`config.mk`:
```
export PLATFORM = sky130hd
export DESIGN_NAME = jtshouse_scr_rom
export DESIGN_NICKNAME = d
export VERILOG_FILES = /design/src/rtl/jtshouse_scr_rom.sv
export SDC_FILE = /design/constraint.sdc
export NUM_CORES = 1
export LEC_CHECK = 0
export CORE_MARGIN = 5
export CORE_UTILIZATION = 64
export DETAILED_ROUTE_END_ITERATION = 8
export DONT_BUFFER_PORTS = 1
export GPL_ROUTABILITY_DRIVEN = 0
export PLACE_DENSITY = 0.91
export RECOVER_POWER = 50
export SLEW_MARGIN = 0
export SYNTH_ARGS = -nofsm -noshare
export SYNTH_HDL_FRONTEND = slang
export SYNTH_SLANG_ARGS = --single-unit
export TNS_END_PERCENT = 100
```
`constraint.sdc`:
```
create_clock -name clk -period 4.9 [get_ports clk]
set_clock_uncertainty 0.1 [all_clocks]
set_input_delay 0.98 -clock clk [delete_from_list [all_inputs] [get_ports clk]]
set_output_delay 0.98 -clock clk [all_outputs]
set_load 0.01 [all_outputs]
```
`src/rtl/jtshouse_scr_rom.sv`:
```
// Two-line word cache between the scroll renderer and SDRAM: byte reads hit
// combinationally, misses fetch one 32-bit word and refill the LRU line.
module jtshouse_scr_rom #(
  parameter int AW   = 20,
  parameter bit SWAP = 1'b0
) (
  input  logic          rst,
  input  logic          clk,
  input  logic          scr_cs,
  input  logic [AW-1:0] scr_addr,
  output logic          scr_ok,
  output logic [7:0]    scr_data,
  input  logic          inv,
  output logic          sdram_cs,
  output logic [AW-3:0] sdram_addr,
  input  logic          sdram_ok,
  input  logic [31:0]   sdram_data
);

  typedef enum logic [0:0] {IDLE = 1'b0, WAIT = 1'b1} state_t;

  state_t        state_r;
  logic [31:0]   data_r [2];
  logic [AW-3:0] tag_r  [2];
  logic [1:0]    valid_r;
  logic          lru_r;
  logic          drop_r;

  logic [AW-3:0] tag_s;
  logic [1:0]    hit_s;
  logic          miss_s;
  logic          fill_line_s;

  function automatic logic [7:0] sel_byte(input logic [31:0] word, input logic [1:0] idx);
    logic [1:0] k;
    k = SWAP ? ~idx : idx;
    case (k)
      2'd0:    sel_byte = word[7:0];
      2'd1:    sel_byte = word[15:8];
      2'd2:    sel_byte = word[23:16];
      2'd3:    sel_byte = word[31:24];
      default: sel_byte = 8'h00;
    endcase
  endfunction

  // Hit detection, byte steering and refill-target choice
  always_comb begin
    tag_s    = scr_addr[AW-1:2];
    hit_s[0] = scr_cs & valid_r[0] & (tag_r[0] == tag_s);
    hit_s[1] = scr_cs & valid_r[1] & (tag_r[1] == tag_s);
    miss_s   = scr_cs & ~hit_s[0] & ~hit_s[1];
    scr_ok   = (hit_s[0] | hit_s[1]) & ~inv;
    if (hit_s[1]) begin
      scr_data = sel_byte(data_r[1], scr_addr[1:0]);
    end else if (hit_s[0]) begin
      scr_data = sel_byte(data_r[0], scr_addr[1:0]);
    end else begin
      scr_data = 8'h00;
    end
    // never let both lines carry the same tag
    if (valid_r[~lru_r] && (tag_r[~lru_r] == sdram_addr)) begin
      fill_line_s = ~lru_r;
    end else begin
      fill_line_s = lru_r;
    end
  end

  // Request FSM, line storage and replacement state
  always_ff @(posedge clk or posedge rst) begin
    if (rst) begin
      state_r    <= IDLE;
      sdram_cs   <= 1'b0;
      sdram_addr <= '0;
      data_r[0]  <= 32'd0;
      data_r[1]  <= 32'd0;
      tag_r[0]   <= '0;
      tag_r[1]   <= '0;
      valid_r    <= 2'b00;
      lru_r      <= 1'b0;
      drop_r     <= 1'b0;
    end else begin
      if (scr_ok) begin
        lru_r <= hit_s[0] ? 1'b1 : 1'b0;
      end
      case (state_r)
        IDLE: begin
          if (miss_s && !inv) begin
            state_r    <= WAIT;
            sdram_cs   <= 1'b1;
            sdram_addr <= tag_s;
            drop_r     <= 1'b0;
          end
        end
        WAIT: begin
          if (sdram_ok) begin
            state_r  <= IDLE;
            sdram_cs <= 1'b0;
            // a word requested before an invalidate is stale
            if (!inv && !drop_r) begin
              data_r[fill_line_s]  <= sdram_data;
              tag_r[fill_line_s]   <= sdram_addr;
              valid_r[fill_line_s] <= 1'b1;
              lru_r                <= ~fill_line_s;
            end
          end else if (inv) begin
            drop_r <= 1'b1;
          end
        end
        default: begin
          state_r  <= IDLE;
          sdram_cs <= 1'b0;
        end
      endcase
      if (inv) begin
        valid_r <= 2'b00;
      end
    end
  end

endmodule

```
* Word-level counts from Yosys, hierarchy flattened *
Index checks and enable logic that the tools add are counted.

word-level totals
  register bits = 124
  bits in latches = 0
  RAM bits = 0
  ROM bits = 0
  input bits = 57
  output and inout port bits = 28
  word-level logic and storage cells = 96
  memories kept = 0

cells by class
  add/subtract/negate cells = 0
  multiply operators = 0
  divide/modulo/power cells = 0
  magnitude comparators = 6
  equality and inequality tests = 10
  shift operators = 0
  muxes and demuxes = 37
  bitwise logic cells = 17
  reductions and logical operators = 16

operators with widths
  kind                                                                   number
  18-bit two-way mux                                                     4
  64-bit bitwise mux                                                     1
  8-bit one-hot mux with 4 select lines                                  2
  18-bit == test                                                         3
  36-bit bitwise mux                                                     1
  32-bit demux with 1-bit select                                         1
  32-bit two-way mux                                                     1
  18-bit demux with 1-bit select                                         1
  1-bit two-way mux                                                      16
  8-bit two-way mux                                                      2
  3-bit AND reduction                                                    3
  2-bit two-way mux                                                      4
  2-bit inequality test (second input constant)                          4
  1-bit AND                                                              7
  1-bit NOT                                                              6
  1-bit one-hot mux with 2 select lines                                  3
  2-bit nonzero test                                                     3
  1-bit logical AND                                                      5
  2-bit == test (second input constant)                                  2
  2-bit >= comparator (second input constant)                            2
  1-bit by 2-bit < comparator with 1-bit output (second input constant)  2
  1-bit NOT with 2-bit output                                            2
  2-bit AND reduction                                                    2
  2-bit by 1-bit == test with 1-bit output (second input constant)       1
  other kinds (7)                                                        8

* Logic depth before layout (Yosys ltp) *
Gate-level depths: netlist (run 1).

  depth after elaboration = 17
  depth in mapped cells = 10
  gate-level depth less buffers = 7

* Worst setup path before layout (run 1) *
Ideal clock, no wire load.

  path type = input-to-output
  from = input scr_addr[12]
  to = output scr_data[5]
  arrival = 2529 ps
  required time = 3820 ps
  setup slack = 1291 ps
  stages on the path = 7
  path buffers = 2
  cell sequence = xor2_1 nor4_1 nand4_1 or4_1 clkbuf_1 clkbuf_1 o21ai_0

on the way
  cells in the longest elaborated chain, start to end = 4
  elaborated cells on any way between the ends = 6
  those cells by class = 2 x eq/ne; 2 x mux; 2 x bitwise

ends and longest elaborated chain
  item                   RTL line  text
  start, declared        10        input logic [AW-1:0] scr_addr,
  18-bit == test         49        hit_s[0] = scr_cs & valid_r[0] & (tag_r[0] == tag_s);
  1-bit AND              49
  8-bit two-way mux      55        end else if (hit_s[0]) begin
  8-bit two-way mux (*)  53        if (hit_s[1]) begin
  end, declared          12        output logic [7:0] scr_data,

Mark *: on every way between the ends. The rest lies on a longest branch, timed or not.

* Worst setup path in the final report (run 1) *
  from = input scr_addr[15]
  to = output scr_data[2]

The elaborated chain is that of the path after synthesis.

==> results.md, run 1 <==
- Status: complete, but fails checks
- Failing checks: capacitance limit, slew limit
- Comb pwr share: around a quarter
- Synth cell types: 31
- Nets: 483
- Post-CTS Hold Buffers: 0
- Post-Synth XOR/XNOR Area: under 10%
- First-pass GRT wire length: between 20000 and 25000 um
- Largest family of logic cells by synthesized area: multiplexers
- Mapped Cells: 420
- Post-synth EDFFs: 0
- Final Critical Period: 4.07 ns
- Met3 usage: 9.85%
- Clock Tree Root: clkbuf_8
- IO Port Bufs: 0
- Syn_nets: between 400 and 500
- Post-CTS Resized: 0
- Initial antenna violation count: 0
- Reg2Reg Depth: 9
- Setup TNS Final: 0 ns
- Synth top cells by count: dfrtp_1, mux2_4, mux2_1, xor2_1, mux2_2
- Top delay family on crit path: simple AND/OR/NAND/NOR gates
- Io pins: between 80 and 90
- Post-route cell area: 0.00691 mm2
- Max VDD drop: roughly 0.00044 V
- Clock-pin slew on the worst setup and hold paths: 0.06 ns
- Reg power frac: 41.9%
- Cell area after placement: 0.00625 mm2
- # DRC: 0
- Clock latency on the worst-skew pair: just over 0.5 ns
- Most congested layer reported by global routing: met2
- Critical-path maximum fanout: 17
- Clock network fraction of design power: 32.0%
- CTS tree: yes
- Number of max-cap violations: 2
- Leak Pwr: slightly above 3 nW
- Async S/R FF share, synth: 100%
- Crit-path max cell delay: 0.79 ns
- Data arrival time of the worst path: 2.99 ns
- Final Hold Slack: 0.382 ns
- Final hold violations: 0
- Die X: 108 um
- Syn Area/Cell: 14.7 um2
- DRT iter0 DRCs: 184
- Seq/Total Area, Yosys: 50.3%
- Total wire length: 12900 um
- Worst min-delay path class: flop to flop
- Synth top area share: 50.3%
- WP data required: 3.82 ns
- # fillers: 561
- TritonCTS Buffers: 17
- Clock Sinks: 124
- Post-synthesis compound-gate area fraction: 1.89%
- Vias post-DR: 3414
- Ant. Diodes: 0
- Simple-gate share of the synthesized area: 3.61%
- Slew Limit Fails: 80
- CTS Buffer Depth: 2
- Top-count cell post-synth: dfrtp_1
- Critical path depth: 5
- Core footprint: just over 0.009 mm2
- P&R area growth vs syn: 12.2%
- Switching part of the total: between 20% and 30%
- RSZ-0062 raised after global routing: no
- Pwr dens: 639 mW/mm2
- Met2 usage in global routing: 42.0%
- Fin crit share: 83.1%
- Vias per std cell: between 6 and 7
- YS warnings: 0
- Startpoint type of the worst setup path: primary input
- Antenna Violating Nets Remaining: 0
- Post-CTS Setup Inserts: 0
- Total GRT Usage: 24.5%
- Mapped cell area: between 0.006 and 0.007 mm2
- P_int: roughly 3.2 mW
- Slowest-stage cell, CP: or4_1
- DP Wirelength: 8750 um
- Crit. End Element: primary output
- Grt met1 use: 28.3%
- Vias in the first global route: approximately 4000
- Row count: 35
- Synth area leaders: dfrtp_1, mux2_4, mux2_1
- WHS Path Cells: 1
- Worst path bufs/invs: 0
- Slew HR: -29.1%
- First drt pass iteration count: 4
- F_max: roughly 0.25 GHz
- Finish-stage setup viols: 0
- Synth Register Bits: 124
- Die ar.: 0.0117 mm2
- Multiplexer share of the synthesized area: 33.3%
- Most area-hungry cell type in the Yosys netlist: dfrtp_1
- Post-DR wirelength/cell: 22.7 um
- CP cell instances: xor2_1 > nor4_1 > nand4_1 > or4_1 > o21ai_0
- Post-synthesis adder-cell area fraction: 0%
- P_sw: 1.27 mW
- Crit Path Class: primary input to primary output
- Worst-margin pin slew: approximately 1.9 ns
- Chip height: 108 um
- Share of layout cells above drive strength 1: a little under a third
- Initial core utilization: about 66%
- Reg2reg setup slack: 1.04 ns
- Synth Flop Type: dfrtp_1
- H-tree depth: 4
- Largest net degree at the start of global routing: between 40 and 50
- GRT overflow: 0
## cell families after synthesis
kind of cell | Yosys count
AOI/OAI and AO/OA | 18
xor gates and xnor gates | 54
buffers and inverters | 33
DFF | 124
muxes | 152
and+or+nand+nor | 39
## stage by stage
step | util, % | cells | worst slack [ns] | total power, mW
finish | 74.1 | 568 | 0.830 | 4.42
global route | 74.1 | 568 | 0.734 | 4.65
CTS | 74.2 | 568 | 0.846 | 4.45
detailed placement | 67.0 | 536 | 0.838 | 3.00
global placement | 67.0 | 536 | 0.909 | 2.91
floorplan | - | 420 | 0.521 | 2.73
## per-layer routing
| layer | up-vias | wire length [um] |
|---|---|---|
| met1 | 1785 | 5060 |
| li1 | 1524 | - |
| met5 | - | 0 |
| met4 | 0 | 150 |
| met2 | 93 | 6750 |
| met3 | 12 | 946 |
## power groups by stage
stage                     registers, mW  logic, mW  clock network, mW
after floorplan                    1.72       1.01                  0
after global placement             1.81       1.10                  0
after detailed placement           1.85       1.15                  0
after CTS                          1.85       1.17               1.43
after global routing               1.92       1.26               1.48
final                              1.85       1.15               1.41
## path summary, 6_finish.rpt
path | start | to
setup / recovery | scr_addr[15] | scr_data[2]
hold / removal | data_r[19] | data_r[19]
setup reg to reg | lru_r | data_r[60]
hold reg to reg | data_r[19] | data_r[19]
max in group asynchronous | rst | tag_r[3]
min in group asynchronous | rst | state_r
## flip-flops by register name, indices dropped and copies added, names as in the netlist
| register | count |
|---|---|
| tag_r | 36 |
| data_r | 64 |
| drop_r | 1 |
| sdram_addr | 18 |
| sdram_cs | 1 |
| state_r | 1 |
| lru_r | 1 |
| valid_r | 2 |
## layout make-up
type	instances	area [um2]	share of cell area (%)
Multi-Input combinational cell	263	2870	41.5
Sequential cell	124	3100	44.9
Timing Repair Buffer	8	66.3	0.959
Inverter	12	46.3	0.670
Clock buffer	19	432	6.24
Clock inverter	13	236	3.42
Tap cell	129	161	2.33
## worst register-to-register path, cell delays in order, from the launching register on
cell	delay (ns)
dfrtp_1	0.75
buf_4	0.35
mux2i_1	0.24
xnor2_1	0.11
nor4_1	0.43
nand3_1	0.11
o21ai_0	0.41
and3b_4	0.51
buf_4	0.37
mux2_2	0.37
## cells in the final DEF, fill, tap and decap left out, drive strengths merged, types with 2 or more instances in the layout
cell type  count
a21o           3
buf            6
bufinv         6
clkbuf        21
clkinvlp       5
dfrtp        124
inv           13
mux2         118
mux2i         18
mux4          16
nand2          5
nand3         12
nand4          3
nor2           2
nor4          10
o21ai         11
or4            2
xnor2         24
xor2          30
Power figures use the tool's default switching activity.
==> run 2: changes to the inputs <==
ABC_AREA = 1   (was unset)
CORE_UTILIZATION = 58   (was 64)
PLACE_DENSITY = 0.87   (was 0.91)
clock period = 3.6 ns   (was 4.9 ns; I/O delays follow)
==> run 2 against run 1 <==
Against the previous run: the run still ends with capacitance limit, slew limit left; via count rose by 94%; setup slack got worse by 0.42 ns; flip-flop and latch count did not move; critical path depth rose by 5; highest routed layer unchanged; combinational power rose by 55%; core utilization fell by 10 points; synthesized area rose by 9.2%; worst hold slack got worse by 0.11 ns; register-to-register slack got worse by 0.48 ns; sequential power rose by 34%; final area rose by 5.8%.
==> results.md, run 2 <==
- Status: complete, but fails checks
- Failing checks: capacitance limit, slew limit
- Slowest-stage cell, CP: dfrtp_1
- Worst path bufs/invs: 1
- Setup slack after layout: between 0.4 and 0.5 ns
- Synth cell types: 32
- Placed instance count: 1038
- Clock Sinks: 124
- Die ar.: about 0.014 mm2
- Fin crit share: 88.6%
- Number of max-cap violations: 1
- Worst slack, placed: ~0.63 ns
- Pwr dens: 812 mW/mm2
- PnR Total Power: 5.94 mW
- # DRC: 0
- Core footprint: 0.0114 mm2
- Clock-pin slew on the worst setup and hold paths: approximately 0.060 ns
- YS warnings: 0
- Share of layout cells above drive strength 1: 6.04%
- TritonCTS Buffers: 17
- Most frequent cells in the layout: nand2_1, dfrtp_1, nand3_1
- Max reg flops: 64
- Total GRT Usage: 28.4%
- Synth top cells by count: nand2_1, dfrtp_1, nand3_1, nand4_1, inv_1
- IO Port Bufs: 0
- Most common cell after layout, fill and taps aside: nand2_1
- Reg2reg setup slack: 0.56 ns
- RSZ-0062 raised after global routing: no
- Chip height: between 100 and 150 um
- Nets: between 900 and 1000
- DRT iter0 DRCs: 921
- Initial antenna violation count: 0
- Post-synth EDFFs: 0
- Data arrival time of the worst path: between 2 and 2.5 ns
- Seq/Total Area, Yosys: 46.1%
- Setup TNS Final: 0 ns
- Synth top area share: a little under half
- CTS tree: yes
- Top-count cell post-synth: nand2_1
- Synth Register Bits: 124
- Ant. Diodes: 0
- Syn Area/Cell: 7.25 um2
- Top delay family on crit path: simple AND/OR/NAND/NOR gates
- Final hold violations: 0
- Leak Pwr: 3.85 nW
- Slew Limit Fails: 39
- Post-DR wirelength/cell: approximately 19 um
- Worst-margin pin slew: 1.67 ns
- P&R area growth vs syn: 8.66%
- Die X: 118 um
- Final Critical Period: 3.19 ns
- Largest net degree at the start of global routing: 52
- Antenna Violating Nets Remaining: 0
- Critical-path maximum fanout: 8
- Startpoint type of the worst setup path: flop
- Post-CTS Resized: 0
- Io pins: 85
- Mapped Cells: 929
- Crit Path Class: flop to primary output
- Most area-hungry cell type in the Yosys netlist: dfrtp_1
- Largest Register: data_r
- Vias per std cell: 6.19
- Clock latency on the worst-skew pair: 0.42 ns
- Syn_nets: 986
- Row count: 39
- Cell Count, Final, Fillers Out: 1070
- Synth Flop Type: dfrtp_1
- Largest registers: data_r x64, tag_r x36, sdram_addr x18
- Max VDD drop: 0.000393 V
- Synth area leaders: dfrtp_1, nand2_1, nand4_1
- Async S/R FF share, synth: 100%
- Vias in the first global route: 5917
- GRT overflow: 0
- # fillers: 939
- Mapped cell area: 0.00673 mm2
- Slew HR: -12.2%
- Post-CTS Setup Inserts: 0
- H-tree depth: 4
- Total wire length: between 20000 and 25000 um
- First drt pass iteration count: 7
- Vias post-DR: 6627
- Finish-stage setup viols: 0
- First-pass GRT wire length: 31700 um
- Crit-path max cell delay: 0.44 ns
- Clock Tree Root: clkbuf_16
- WP data required: roughly 2.8 ns
- CP cell instances: nand2_1 > o21ai_0 > nor2_1 > nand3b_1 > nor2_1 > nand3_1 > a31oi_1 > buf_4 > nand2_1 > o21ai_0
- DP Wirelength: approximately 13000 um
- F_max: between 0.3 and 0.4 GHz
- Post-CTS Hold Buffers: 0
- Worst min-delay path class: primary input to flop
- CTS Buffer Depth: 2
- Crit. End Element: primary output
- Initial core utilization: 59.0%
-- run 2: path summary, 6_finish.rpt --
path                                 start        endpoint  cells after the start
worst max-delay path             tag_r[33]     scr_data[0]                     10
max in group asynchronous              rst  sdram_addr[17]                      2
worst max register to register       lru_r       tag_r[35]                     12
min in group asynchronous              rst  sdram_addr[15]                      1
worst min register to register  data_r[48]      data_r[48]                      2
worst min-delay path                   inv      valid_r[0]                      1
-- run 2: layer usage --
metal	share of wire, %	track usage, %	vias up
met5	0	0	-
met4	2.5	8.32	0
met3	13	7.50	53
met2	44	42.1	498
met1	40	41.0	3089
li1	-	-	2987
-- run 2: cell type report --
type	count	area (um2)	share of cell area (%)
Multi-Input combinational cell	702	3150	43.0
Clock buffer	21	460	6.29
Clock inverter	11	118	1.61
Tap cell	143	179	2.45
Inverter	54	204	2.79
Timing Repair Buffer	15	103	1.40
Sequential cell	124	3100	42.4
-- run 2: worst register-to-register path, stage by stage, from the launching register on --
cell	delay, ns
dfrtp_1	0.38
inv_2	0.32
nand2_1	0.13
nand3_1	0.09
nand2_1	0.14
nor2_1	0.14
nand2_1	0.07
nor2_1	0.12
nand4_1	0.12
nand2_2	0.31
nand3_4	0.61
nand2_1	0.29
nand2_1	0.09
-- run 2: per-stage QoR --
stage / area, um2 / hold WS [ns] / util (%)
after floorplan: 6740 / 0.342 / -
after global routing: 7310 / 0.269 / 64.1
after detailed placement: 6760 / 0.359 / 59.2
after CTS: 7340 / 0.254 / 64.3
final: 7310 / 0.269 / 64.1
after global placement: 6760 / 0.354 / 59.2
-- run 2: power by group --
part | total [mW] | switching, mW | internal, mW | leakage [nW]
Combinational | 1.78 | 1.19 | 0.589 | 2.00
Clock | 1.68 | 0.631 | 1.05 | 0.283
Sequential | 2.48 | 0.535 | 1.94 | 1.57
-- run 2: cells by family after synthesis --
group                     count (synthesis)  share of synthesized area [%]
and+or+nand+nor                         627                           39.8
buffers and inverters                   103                           7.21
DFF                                     124                           46.1
xor gates and xnor gates                 12                           1.56
AOI/OAI and AO/OA                        63                           5.33
==> run 3: changes to the inputs <==
--- a/config.mk
+++ b/config.mk
@@ -8,4 +8,6 @@
 export ABC_AREA = 1
+export CORE_ASPECT_RATIO = 0.75
 export CORE_MARGIN = 5
 export CORE_UTILIZATION = 58
+export CTS_CLUSTER_SIZE = 20
 export DETAILED_ROUTE_END_ITERATION = 8
--- a/constraint.sdc
+++ b/constraint.sdc
@@ -4,2 +4,2 @@
 set_output_delay 0.72 -clock clk [all_outputs]
-set_load 0.01 [all_outputs]
+set_load 0.05 [all_outputs]
==> run 3 against run 2 <==
Against the previous run: the run still ends with capacitance limit, slew limit left; setup slack got worse by 0.081 ns; critical path depth is 2 lower; sequential power hardly changed; first-iteration DRC count grew 21%; critical endpoint is now scr_ok; largest cell class unchanged.
==> results.md, run 3 (synthesized netlist as in run 2, its figures left out) <==
- Status: complete, but fails checks
- Failing checks: capacitance limit, slew limit
- Slew Limit Fails: 126
- Grt met1 use: 44.7%
- Startpoint type of the worst setup path: flop
- # fillers: 943
- GRT overflow: 0
- Data arrival time of the worst path: 2.45 ns
- Hold path start: inv
- WHS Path Cells: 1
- Slowest-stage cell, CP: dfrtp_1
- Share of layout cells above drive strength 1: slightly below 7%
- Final Critical Period: 3.27 ns
- Post-DR wirelength/cell: 19.2 um
- Vias per std cell: approximately 6.2
- Largest net degree at the start of global routing: 87
- P&R area growth vs syn: 10.8%
- Initial core utilization: 58.6%
- Cell area after placement: between 0.006 and 0.007 mm2
- Chip height: 103 um
- Die X: 134 um
- Leak Pwr: 3.92 nW
- Most frequent cells in the layout: nand2_1, dfrtp_1, nand3_1
- Crit-path max cell delay: 0.41 ns
- RSZ-0062 raised after global routing: no
- Worst-margin pin slew: around 2.2 ns
- Pwr dens: 832 mW/mm2
- Total wire length: 20900 um
- Post-CTS Resized: 0
- Number of max-cap violations: 2
- TritonCTS Buffers: 17
- Area of the multi-input gates: between 0.003 and 0.004 mm2
- Vias post-DR: 6766
- Core footprint: 0.0115 mm2
- WP data required: 2.78 ns
- First drt pass iteration count: 7
- Most congested layer reported by global routing: met1
- Max VDD drop: 0.000439 V
- Finish-stage setup viols: 0
- Nets: 992
- Setup slack after layout: 0.331 ns
- Clock latency on the worst-skew pair: 0.42 ns
- Reg2Reg Depth: 13
- First-pass GRT wire length: 32900 um
- CTS Buffer Depth: 2
- Post-CTS Setup Inserts: 0
- Crit. End Element: primary output
- Clock Sinks: 124
- Clock Tree Root: clkbuf_16
- Reg2reg setup slack: 0.43 ns
- Crit Path Class: flop to primary output
- Worst path bufs/invs: 1
- Final core utilization: 64.9%
- Final hold violations: 0
- Worst min-delay path class: primary input to flop
- Met2 usage in global routing: 43.7%
- Most common cell after layout, fill and taps aside: nand2_1
- Worst slack, placed: 0.519 ns
- Initial antenna violation count: 0
- Register area: ~0.0031 mm2
- CP cell instances: xor2_1 > nor2_1 > nand2_1 > nor2_1 > nand3_1 > nand2_1 > nand2_1 > inv_1
- PnR Total Power: 6.21 mW
- Largest registers: data_r x64, tag_r x36, sdram_addr x18
- Met3 usage: 9.48%
- Post-route cell area: 0.00746 mm2
- Antenna Violating Nets Remaining: 0
- Max reg flops: 64
- Most used cell, CP: nand2_1
- R2r endpoint: tag_r[11]
- Setup TNS Final: 0 ns
- Vias in the first global route: 6015
- Hold-critical path endpoint: valid_r[0]
- Post-CTS Hold Buffers: 0
- Ant. Diodes: 0
- IO Port Bufs: 0
- Top delay family on crit path: simple AND/OR/NAND/NOR gates
- H-tree depth: 4
- Fin crit share: 90.8%
- Largest Register: data_r
- Clock-pin slew on the worst setup and hold paths: 0.06 ns
- RR Startpoint: sdram_addr[4]
- # DRC: 0
- Row count: 34
- F_max: 0.306 GHz
- CTS tree: yes
- Total GRT Usage: 30.4%
- Die ar.: 0.0139 mm2
- Slew HR: -43.7%
- Io pins: 85
- DRT iter0 DRCs: ~1100
- DP Wirelength: 13600 um
- Critical-path maximum fanout: 9
==> run 3: per-stage QoR <==
stage / hold slack (ns) / instances
6_report: 0.282 / 1092
5_1_grt: 0.281 / 1092
4_1_cts: 0.226 / 1092
3_5_place_dp: 0.359 / 1060
3_3_place_gp: 0.354 / 1060
2_1_floorplan: 0.342 / 929
==> run 3: layout make-up <==
class / count / area share (%)
clock inverters: 12 / 1.86
inverters: 54 / 2.73
repair buffers: 36 / 3.05
flip-flops and latches: 124 / 41.6
clock buffers: 20 / 6.12
multi-input cells: 702 / 42.2
well taps: 144 / 2.42
==> run 3: routing by layer <==
metal / vias up / wire length (um)
met2: 506 / 9090
li1: 3025 / -
met5: - / 0
met4: 0 / 316
met1: 3198 / 8520
met3: 37 / 2980
==> run 3: report_power, final <==
| part | switching (mW) | internal, mW |
|---|---|---|
| sequential | 0.518 | 1.94 |
| combinational | 1.40 | 0.600 |
| clock | 0.682 | 1.06 |
| total | 2.60 | 3.60 |
==> run 3: worst max path at each step <==
stage,from,endpoint,slack (ns),cells after the start
after floorplan,scr_addr[0],scr_data[5],0.26,5
after global placement,scr_addr[10],scr_ok,0.58,8
after detailed placement,scr_addr[19],scr_ok,0.52,9
after CTS,tag_r[8],scr_ok,0.40,8
after global routing,sdram_addr[4],tag_r[9],0.23,13
final,tag_r[8],scr_ok,0.33,8
